### config.mk
export PLATFORM = sky130hd
export DESIGN_NAME = mul_share_arbiter
export DESIGN_NICKNAME = d
export VERILOG_FILES = /design/src/rtl/mul_share_arbiter.sv
export SDC_FILE = /design/constraint.sdc
export NUM_CORES = 1
export LEC_CHECK = 0
export BUFFER_PORTS_ARGS = -buffer_cell sky130_fd_sc_hd__buf_2
export CAP_MARGIN = 20
export CORE_MARGIN = 2
export CORE_UTILIZATION = 34
export DETAILED_ROUTE_END_ITERATION = 8
export PLACE_DENSITY_LB_ADDON = 0.08
export SYNTH_ARGS = -nofsm -noshare
export SYNTH_HDL_FRONTEND = slang
export SYNTH_SLANG_ARGS = --single-unit
### constraint.sdc
create_clock -name ap_clk -period 2.6 [get_ports ap_clk]
set_clock_uncertainty 0.2 [all_clocks]
set_input_delay 0.26 -clock ap_clk [delete_from_list [all_inputs] [get_ports ap_clk]]
set_output_delay 0.26 -clock ap_clk [all_outputs]
set_load 0.01 [all_outputs]
### src/rtl/mul_share_arbiter.sv
// Round-robin share of one ce-stalled pipelined multiplier among requesters.
// Optional perf counters enabled by defining MUL_ARB_PERF_EN.
module mul_share_arbiter #(
  parameter int NUM_REQ     = 4,
  parameter int ID_W        = 2,
  parameter int A_WIDTH     = 16,
  parameter int B_WIDTH     = 8,
  parameter int P_WIDTH     = 24,
  parameter int MUL_LATENCY = 3
) (
  input  logic                       ap_clk,
  input  logic                       ap_rst_n,
  input  logic [NUM_REQ-1:0]         req_valid,
  output logic [NUM_REQ-1:0]         req_ready,
  input  logic [NUM_REQ*A_WIDTH-1:0] req_a,
  input  logic [NUM_REQ*B_WIDTH-1:0] req_b,
  output logic                       rsp_valid,
  input  logic                       rsp_ready,
  output logic [ID_W-1:0]            rsp_id,
  output logic [P_WIDTH-1:0]         rsp_p,
  output logic                       mul_ce,
  output logic [A_WIDTH-1:0]         mul_din0,
  output logic [B_WIDTH-1:0]         mul_din1,
  input  logic [P_WIDTH-1:0]         mul_dout
`ifdef MUL_ARB_PERF_EN
  ,
  output logic [31:0]                perf_issue_cnt,
  output logic [31:0]                perf_stall_cnt
`endif
);

  logic [ID_W-1:0]        r_rr;
  logic [MUL_LATENCY-1:0] r_tv;
  logic [ID_W-1:0]        r_tid [MUL_LATENCY];

  logic            w_found;
  logic [ID_W-1:0] w_gid;
  logic            w_hs;

  assign rsp_valid = r_tv[MUL_LATENCY-1];
  assign rsp_id    = r_tid[MUL_LATENCY-1];
  assign rsp_p     = mul_dout;
  assign mul_ce    = !(rsp_valid && !rsp_ready);
  assign w_hs      = w_found && mul_ce;

  // Two-pass search: indices above rr first, then wrap; lowest index wins.
  always_comb begin
    w_found = 1'b0;
    w_gid   = '0;
    for (int i = NUM_REQ - 1; i >= 0; i--) begin
      if (req_valid[i] && (ID_W'(i) > r_rr)) begin
        w_found = 1'b1;
        w_gid   = ID_W'(i);
      end
    end
    if (!w_found) begin
      for (int i = NUM_REQ - 1; i >= 0; i--) begin
        if (req_valid[i] && (ID_W'(i) <= r_rr)) begin
          w_found = 1'b1;
          w_gid   = ID_W'(i);
        end
      end
    end
  end

  always_comb begin
    req_ready = '0;
    mul_din0  = '0;
    mul_din1  = '0;
    for (int i = 0; i < NUM_REQ; i++) begin
      if (w_found && (w_gid == ID_W'(i))) begin
        req_ready[i] = mul_ce;
        mul_din0     = req_a[i*A_WIDTH +: A_WIDTH];
        mul_din1     = req_b[i*B_WIDTH +: B_WIDTH];
      end
    end
  end

  always_ff @(posedge ap_clk or negedge ap_rst_n) begin
    if (!ap_rst_n) begin
      r_rr <= ID_W'(NUM_REQ - 1);
      r_tv <= '0;
      for (int i = 0; i < MUL_LATENCY; i++) r_tid[i] <= '0;
    end else if (mul_ce) begin
      r_tv[0]  <= w_hs;
      r_tid[0] <= w_gid;
      for (int i = 1; i < MUL_LATENCY; i++) begin
        r_tv[i]  <= r_tv[i-1];
        r_tid[i] <= r_tid[i-1];
      end
      if (w_hs) r_rr <= w_gid;
    end
  end

`ifdef MUL_ARB_PERF_EN
  logic [31:0] r_issue_cnt;
  logic [31:0] r_stall_cnt;

  always_ff @(posedge ap_clk or negedge ap_rst_n) begin
    if (!ap_rst_n) begin
      r_issue_cnt <= '0;
      r_stall_cnt <= '0;
    end else begin
      if (w_hs && (r_issue_cnt != '1))
        r_issue_cnt <= r_issue_cnt + 32'd1;
      if (!mul_ce && (r_stall_cnt != '1))
        r_stall_cnt <= r_stall_cnt + 32'd1;
    end
  end

  assign perf_issue_cnt = r_issue_cnt;
  assign perf_stall_cnt = r_stall_cnt;
`endif

endmodule

==> impl_metrics.csv, run 1 <==
group,metric,value,unit
run_status,outcome,"complete, no violations",
cts,cts_tree,"built",
synthesis,synth_seq_area_share,17.87,%
synthesis,synth_cell_types,33,
power,ir_worst_vdd,0.2212,mV
cts,ctsHtreeMaxLevel,1,
grt,antenna_found_initial,0,
grt,grt_pass1_vias,1584,
synthesis,syn_inst,181,
power,powerDensity,667.7,mW/mm^2
place,post-place-ws,0.2432,ns
sta,tns,0,ns
flow_run,maxCapViolations,0,
finish,diodes,0,
finish,nets,416,
place,gp_congestion,0.7835,
cts,clk_path_buf_depth,2,
route,ant_nets,0,
grt,grtUsageTotal,20.99,%
setup_path,crit_path_end_kind,"output pin",
die,rows,24,
route,drt_iter0_drc,63,
setup_path,reg2reg_slack,0.79,ns
die,dieArea,0.005127,sq mm
synthesis,synth_top_area_share,20.61,%
synthesis,synthesis.nets,308,
synthesis,synthFlopType,"dfrtp_1",
synthesis,syn_area_per_cell,8.586,sq um
setup_path,startpoint_type,"flop",
synthesis,synth_seq_cells,11,
place,place_hpwl,4.778,mm
sta,setup_violations,0,
cts,cts-root-buf,"clkbuf_8",
setup_path,cp.arrival,1.98,ns
sta,relSlewSlack,73.54,%
synthesis,netlist_area,0.001554,sq mm
route,firstDrtPassIters,4,
synthesis,synth_area_leaders,"mux2i_1 (21%), dfrtp_1 (14%), buf_4 (13%)",
die,fp.dieH,71.61,um
route,dr_total_vias,1719,
finish,final_common_cell,"buf_2",
hold_path,hold_class,"input pin to flop",
sta,drv_slew,0,
setup_path,r2r-end,"r_tid[4]",
sta,timing.final.crit_share,93.99,%
sta,max_freq,0.4092,GHz
setup_path,reg2reg_from,"r_rr[1]",
setup_path,crit_end,"mul_din0[9]",
route,wirelength,5.712,mm
grt,grt-ovfl-total,0,
finish,fin_area,0.002091,sq mm
setup_path,cp.required,2.14,ns
finish,synthToLayoutAreaGrowth,34.54,%
route,route.detailed.drc,0,
cts,clk_pin_slew_worst_paths,0.05,ns
place,numPortBuffers,134,
die,core-area,0.004384,sq mm
hold_path,min_delay_path_depth,3,
finish,mostFrequentLayoutCells,"buf_2 (134), mux2i_1 (32), nand2_1 (18)",
grt,grt_first_pass_wirelength,8.321,mm
die,io_pins,183,
sta,rsz0062_at_grt,"no",
synthesis,synth_edf_count,0,
route,via_per_inst,5.056,
synthesis,yosys.area.top_type,"mux2i_1",
die,start_util,35.45,%
setup_path,path_class,"flop to output pin",
cts,cts_buffers,3,
die,fp.dieW,71.61,um
synthesis,yosys_warnings,0,
finish,drive_above_1_share,53.82,%
sta,hold_ws,0.2043,ns
setup_path,crit_start,"r_rr[1]",
cts,insertion_delay,0.24,ns
sta,min_period,2.444,ns
power,p_leak,1.135,nW
setup_path,reg2regPathDepth,5,
synthesis,async_reset_ff_share,100.0,%
sta,setup_slack,0.1563,ns
route,drt-wirelength-per-cell,16.80,um
sta,tightestPinTransition,0.3969,ns
sta,finalHoldViolations,0,
place,place_area,0.002003,sq mm
cts,cts_sinks,11,
setup_path,crit_path_max_fanout,8,
grt,grt_max_degree,35,
-- worst min path at each step --
stage / startpoint / end / slack (ns)
floorplan: ap_rst_n / r_tid[2] / -0.24
global placement: ap_rst_n / r_tv[2] / -0.05
detailed placement: ap_rst_n / r_tv[2] / -0.06
CTS: req_valid[0] / r_tv[0] / 0.21
global route: ap_rst_n / r_tv[0] / 0.25
finish: req_valid[0] / r_tv[0] / 0.20
-- logic make-up after synthesis --
family,after synthesis,synth area share (%)
compound gates,58,26.81
xor+xnor,1,0.5637
buf+inv,40,21.09
flops,11,17.87
mux,32,20.61
simple gates,39,13.04
-- critical path, stage by stage (launching register included) --
cell and delay [ns]:
dfstp_2 0.59, buf_4 0.17, o21ai_0 0.08, and3_1 0.27, a221oi_1 0.35, o2bb2ai_1 0.12
buf_2 0.15
-- area by class of cell --
| type | instances | area (sq um) |
|---|---|---|
| tap | 52 | 65.06 |
| fill | 465 | 2293 |
| timing repair buffer | 142 | 749.5 |
| multi-input combinational | 130 | 949.7 |
| clock buffer | 4 | 45.04 |
| inverter | 1 | 3.754 |
| sequential | 11 | 277.8 |
-- power breakdown --
part,switching (mW),total (mW),internal (mW)
combinational,0.517,0.966,0.449
clock,0.0663,0.174,0.108
sequential,0.0355,0.256,0.220
-- per-stage QoR --
step                      cells  total power, mW  utilization [%]
final                       340            1.396            47.69
after global routing        340            1.513            47.69
after CTS                   338            1.386            47.06
after detailed placement    333            1.200            45.69
after global placement      333            1.203            45.69
after floorplan             181           0.9918                -
-- synthesized netlist by cell type (all sizes together) (2+ instances only) --
cell	count
dfrtp	9
o21ai	5
dfstp	2
o211a	2
nor2b	5
nor3	4
nor2	7
and3	2
clkbuf	3
a221oi	8
a21oi	13
nand2	18
buf	36
mux2i	32
o2bb2ai	8
nand2b	2
o22ai	16
-- state kept, by name (all words and copies together) (netlist names) --
signal / cells
r_tid: 4
r_rr: 2
r_tv: 3
rsp_id: 2
-- metal layers --
layer,track usage [%],wire length [um],vias up
met4,6.080,161,0
met3,5.767,440,8
met5,0,0,-
li1,-,-,861
met2,40.95,3217,94
met1,21.52,1892,756
-- repair_timing --
item / in CTS / in global routing
hold buffers: 1 / 0
resized for setup: 2 / 0
endpoints found under the hold margin: 11 / 0
setup buffers: 0 / 2
pin swaps: 0 / 1
endpoints found under the setup margin: 14 / 23
Power figures use the tool's default switching activity.
==> run 2, diff against run 1 <==
- CELL_PAD_IN_SITES_DETAIL_PLACEMENT: unset -> 0
- CELL_PAD_IN_SITES_GLOBAL_PLACEMENT: unset -> 1
- CORE_UTILIZATION: 34 -> 21
==> impl_metrics.csv, run 2 (synthesis results as in run 1) <==
group,metric,value,unit
finish,largest_reg_flops,4,
cts,insertion_delay,0.24,ns
finish,drive_above_1_share,54.48,%
route,dr_total_vias,1778,
finish,synthToLayoutAreaGrowth,39.94,%
power,swShare,44.33,%
grt,antenna_found_initial,0,
grt,grt_pass1_vias,1734,
sta,drv_slew,0,
die,core-area,0.007214,sq mm
die,start_util,21.54,%
route,wirelength,5.691,mm
setup_path,crit_path_end_kind,"output pin",
finish,largestRegisters,"r_tid x4, r_tv x3",
cts,cts_buffers,3,
grt,grtUsageTotal,13.06,%
cts,clk_path_buf_depth,2,
finish,top_register,"r_tid",
sta,setup_violations,0,
power,pwr-share-seq,18.1,%
sta,tightestPinTransition,0.3426,ns
power,powerDensity,655.4,mW/mm^2
sta,relSlewSlack,77.11,%
power,p_leak,1.151,nW
power,ir_worst_vdd,0.1671,mV
finish,nets,418,
setup_path,max_stage_delay,0.62,ns
run_status,outcome,"complete, no violations",
setup_path,crit_family,"flip-flops",
place,numPortBuffers,134,
sta,min_period,2.466,ns
die,io_pins,183,
route,via_per_inst,4.571,
finish,fillers,828,
die,fp.dieW,90.02,um
setup_path,path_class,"flop to output pin",
route,drt_iter0_drc,24,
power,clkPwrFrac,12.3,%
power,power,1.425,mW
cts,ctsHtreeMaxLevel,1,
power,p_int,0.7934,mW
setup_path,crit_path_max_fanout,8,
die,fp.dieH,90.02,um
finish,final_common_cell,"buf_2",
finish,fin_area,0.002175,sq mm
grt,grt_first_pass_wirelength,8.763,mm
route,route.detailed.drc,0,
finish,diodes,0,
route,ant_nets,0,
finish,multi_input_area,949.7,sq um
cts,cts-root-buf,"clkbuf_8",
cts,clk_pin_slew_worst_paths,0.05,ns
cts,cts_sinks,11,
setup_path,cp.required,2.14,ns
cts,cts_tree,"built",
finish,mostFrequentLayoutCells,"buf_2 (134), mux2i_1 (32), nand2_1 (18)",
setup_path,startpoint_type,"flop",
die,rows,31,
setup_path,crit_slowest_cell,"dfstp_2",
sta,hold_ws,0.1217,ns
setup_path,crit_chain,"xor2_1 -> o21ai_1 -> and3_1 -> a221oi_1 -> o2bb2ai_1 -> buf_2",
setup_path,critPathBufInv,1,
flow_run,maxCapViolations,0,
grt,grt_max_degree,35,
die,dieArea,0.008104,sq mm
place,place_area,0.002074,sq mm
sta,timing.final.crit_share,94.84,%
power,comb_power_share,69.5,%
route,firstDrtPassIters,4,
place,place_hpwl,4.649,mm
place,gp_congestion,0.7377,
sta,max_freq,0.4056,GHz
hold_path,hold_class,"input pin to flop",
finish,final-seq-area,277.8,sq um
setup_path,cp.arrival,2.01,ns
route,drt-wirelength-per-cell,14.63,um
sta,finalHoldViolations,0,
grt,grt-ovfl-total,0,
sta,rsz0062_at_grt,"yes",
power,p_sw,0.6319,mW
==> run 2: cell count changes in the layout (fill, tap and decap cells not counted) <==
| cell | delta |
|---|---|
| buf_12 | +1 |
| buf_4 | +2 |
| buf_6 | -1 |
| clkinv_2 | +1 |
| clkbuf_1 | -1 |
==> run 2: final cells by class <==
cell class | instances | share of cell area (%)
tap | 99 | 5.696
sequential | 11 | 12.77
timing repair buffer | 144 | 35.56
clock buffer | 3 | 1.899
clock inverter | 1 | 0.2301
multi-input combinational | 130 | 43.67
inverter | 1 | 0.1726
==> run 2: worst min-delay path, delay by kind of cell <==
family / cells / cell delay [ns]
buffers and inverters: 1 / 0.08
and+or+nand+nor: 3 / 0.20
==> run 2: repair_timing <==
action / in CTS / in global routing
pin swaps: 1 / 1
setup endpoints to repair: 5 / 21
endpoints found under the hold margin: 11 / 0
resized for setup: 1 / 0
buffers inserted: 0 / 4
hold buffers: 1 / 0
==> run 2: power groups by stage <==
stage	Clock [mW]	Combinational [mW]	Sequential, mW
finish	0.176	0.991	0.258
global route	0.191	1.09	0.263
CTS	0.184	0.963	0.266
detailed placement	0	0.958	0.269
global placement	0	0.969	0.267
floorplan	0	0.744	0.247
==> run 2: metrics by stage <==
stage | std cells | setup TNS (ns) | util, % | setup slack (ns)
after global routing | 389 | -0.01628 | 30.14 | -0.01223
after floorplan | 181 | 0 | - | 0.5553
after detailed placement | 380 | 0 | 28.75 | 0.2431
after CTS | 385 | 0 | 29.55 | 0.02620
final | 389 | 0 | 30.14 | 0.1342
after global placement | 380 | 0 | 28.75 | 0.2370
==> run 2: metal layers <==
metal | track usage [%] | wire [um] | vias to the layer above
met5 | 0 | 0 | -
met4 | 2.949 | 47 | 0
met3 | 3.521 | 482 | 7
met2 | 23.93 | 2916 | 88
met1 | 15.07 | 2245 | 809
li1 | - | - | 874
==> run 2: final timing paths <==
check	startpoint	cells past startpoint	slack [ns]	endpoint
worst max-delay path	r_rr[0]	6	0.13	mul_din0[9]
worst min-delay path	rsp_ready	4	0.12	r_tv[1]
worst max register to register	r_rr[0]	5	0.78	r_tid[4]
worst min register to register	r_tv[1]	2	0.26	r_tv[1]
max in group asynchronous	ap_rst_n	2	1.71	r_rr[0]
min in group asynchronous	ap_rst_n	2	0.22	r_tv[1]
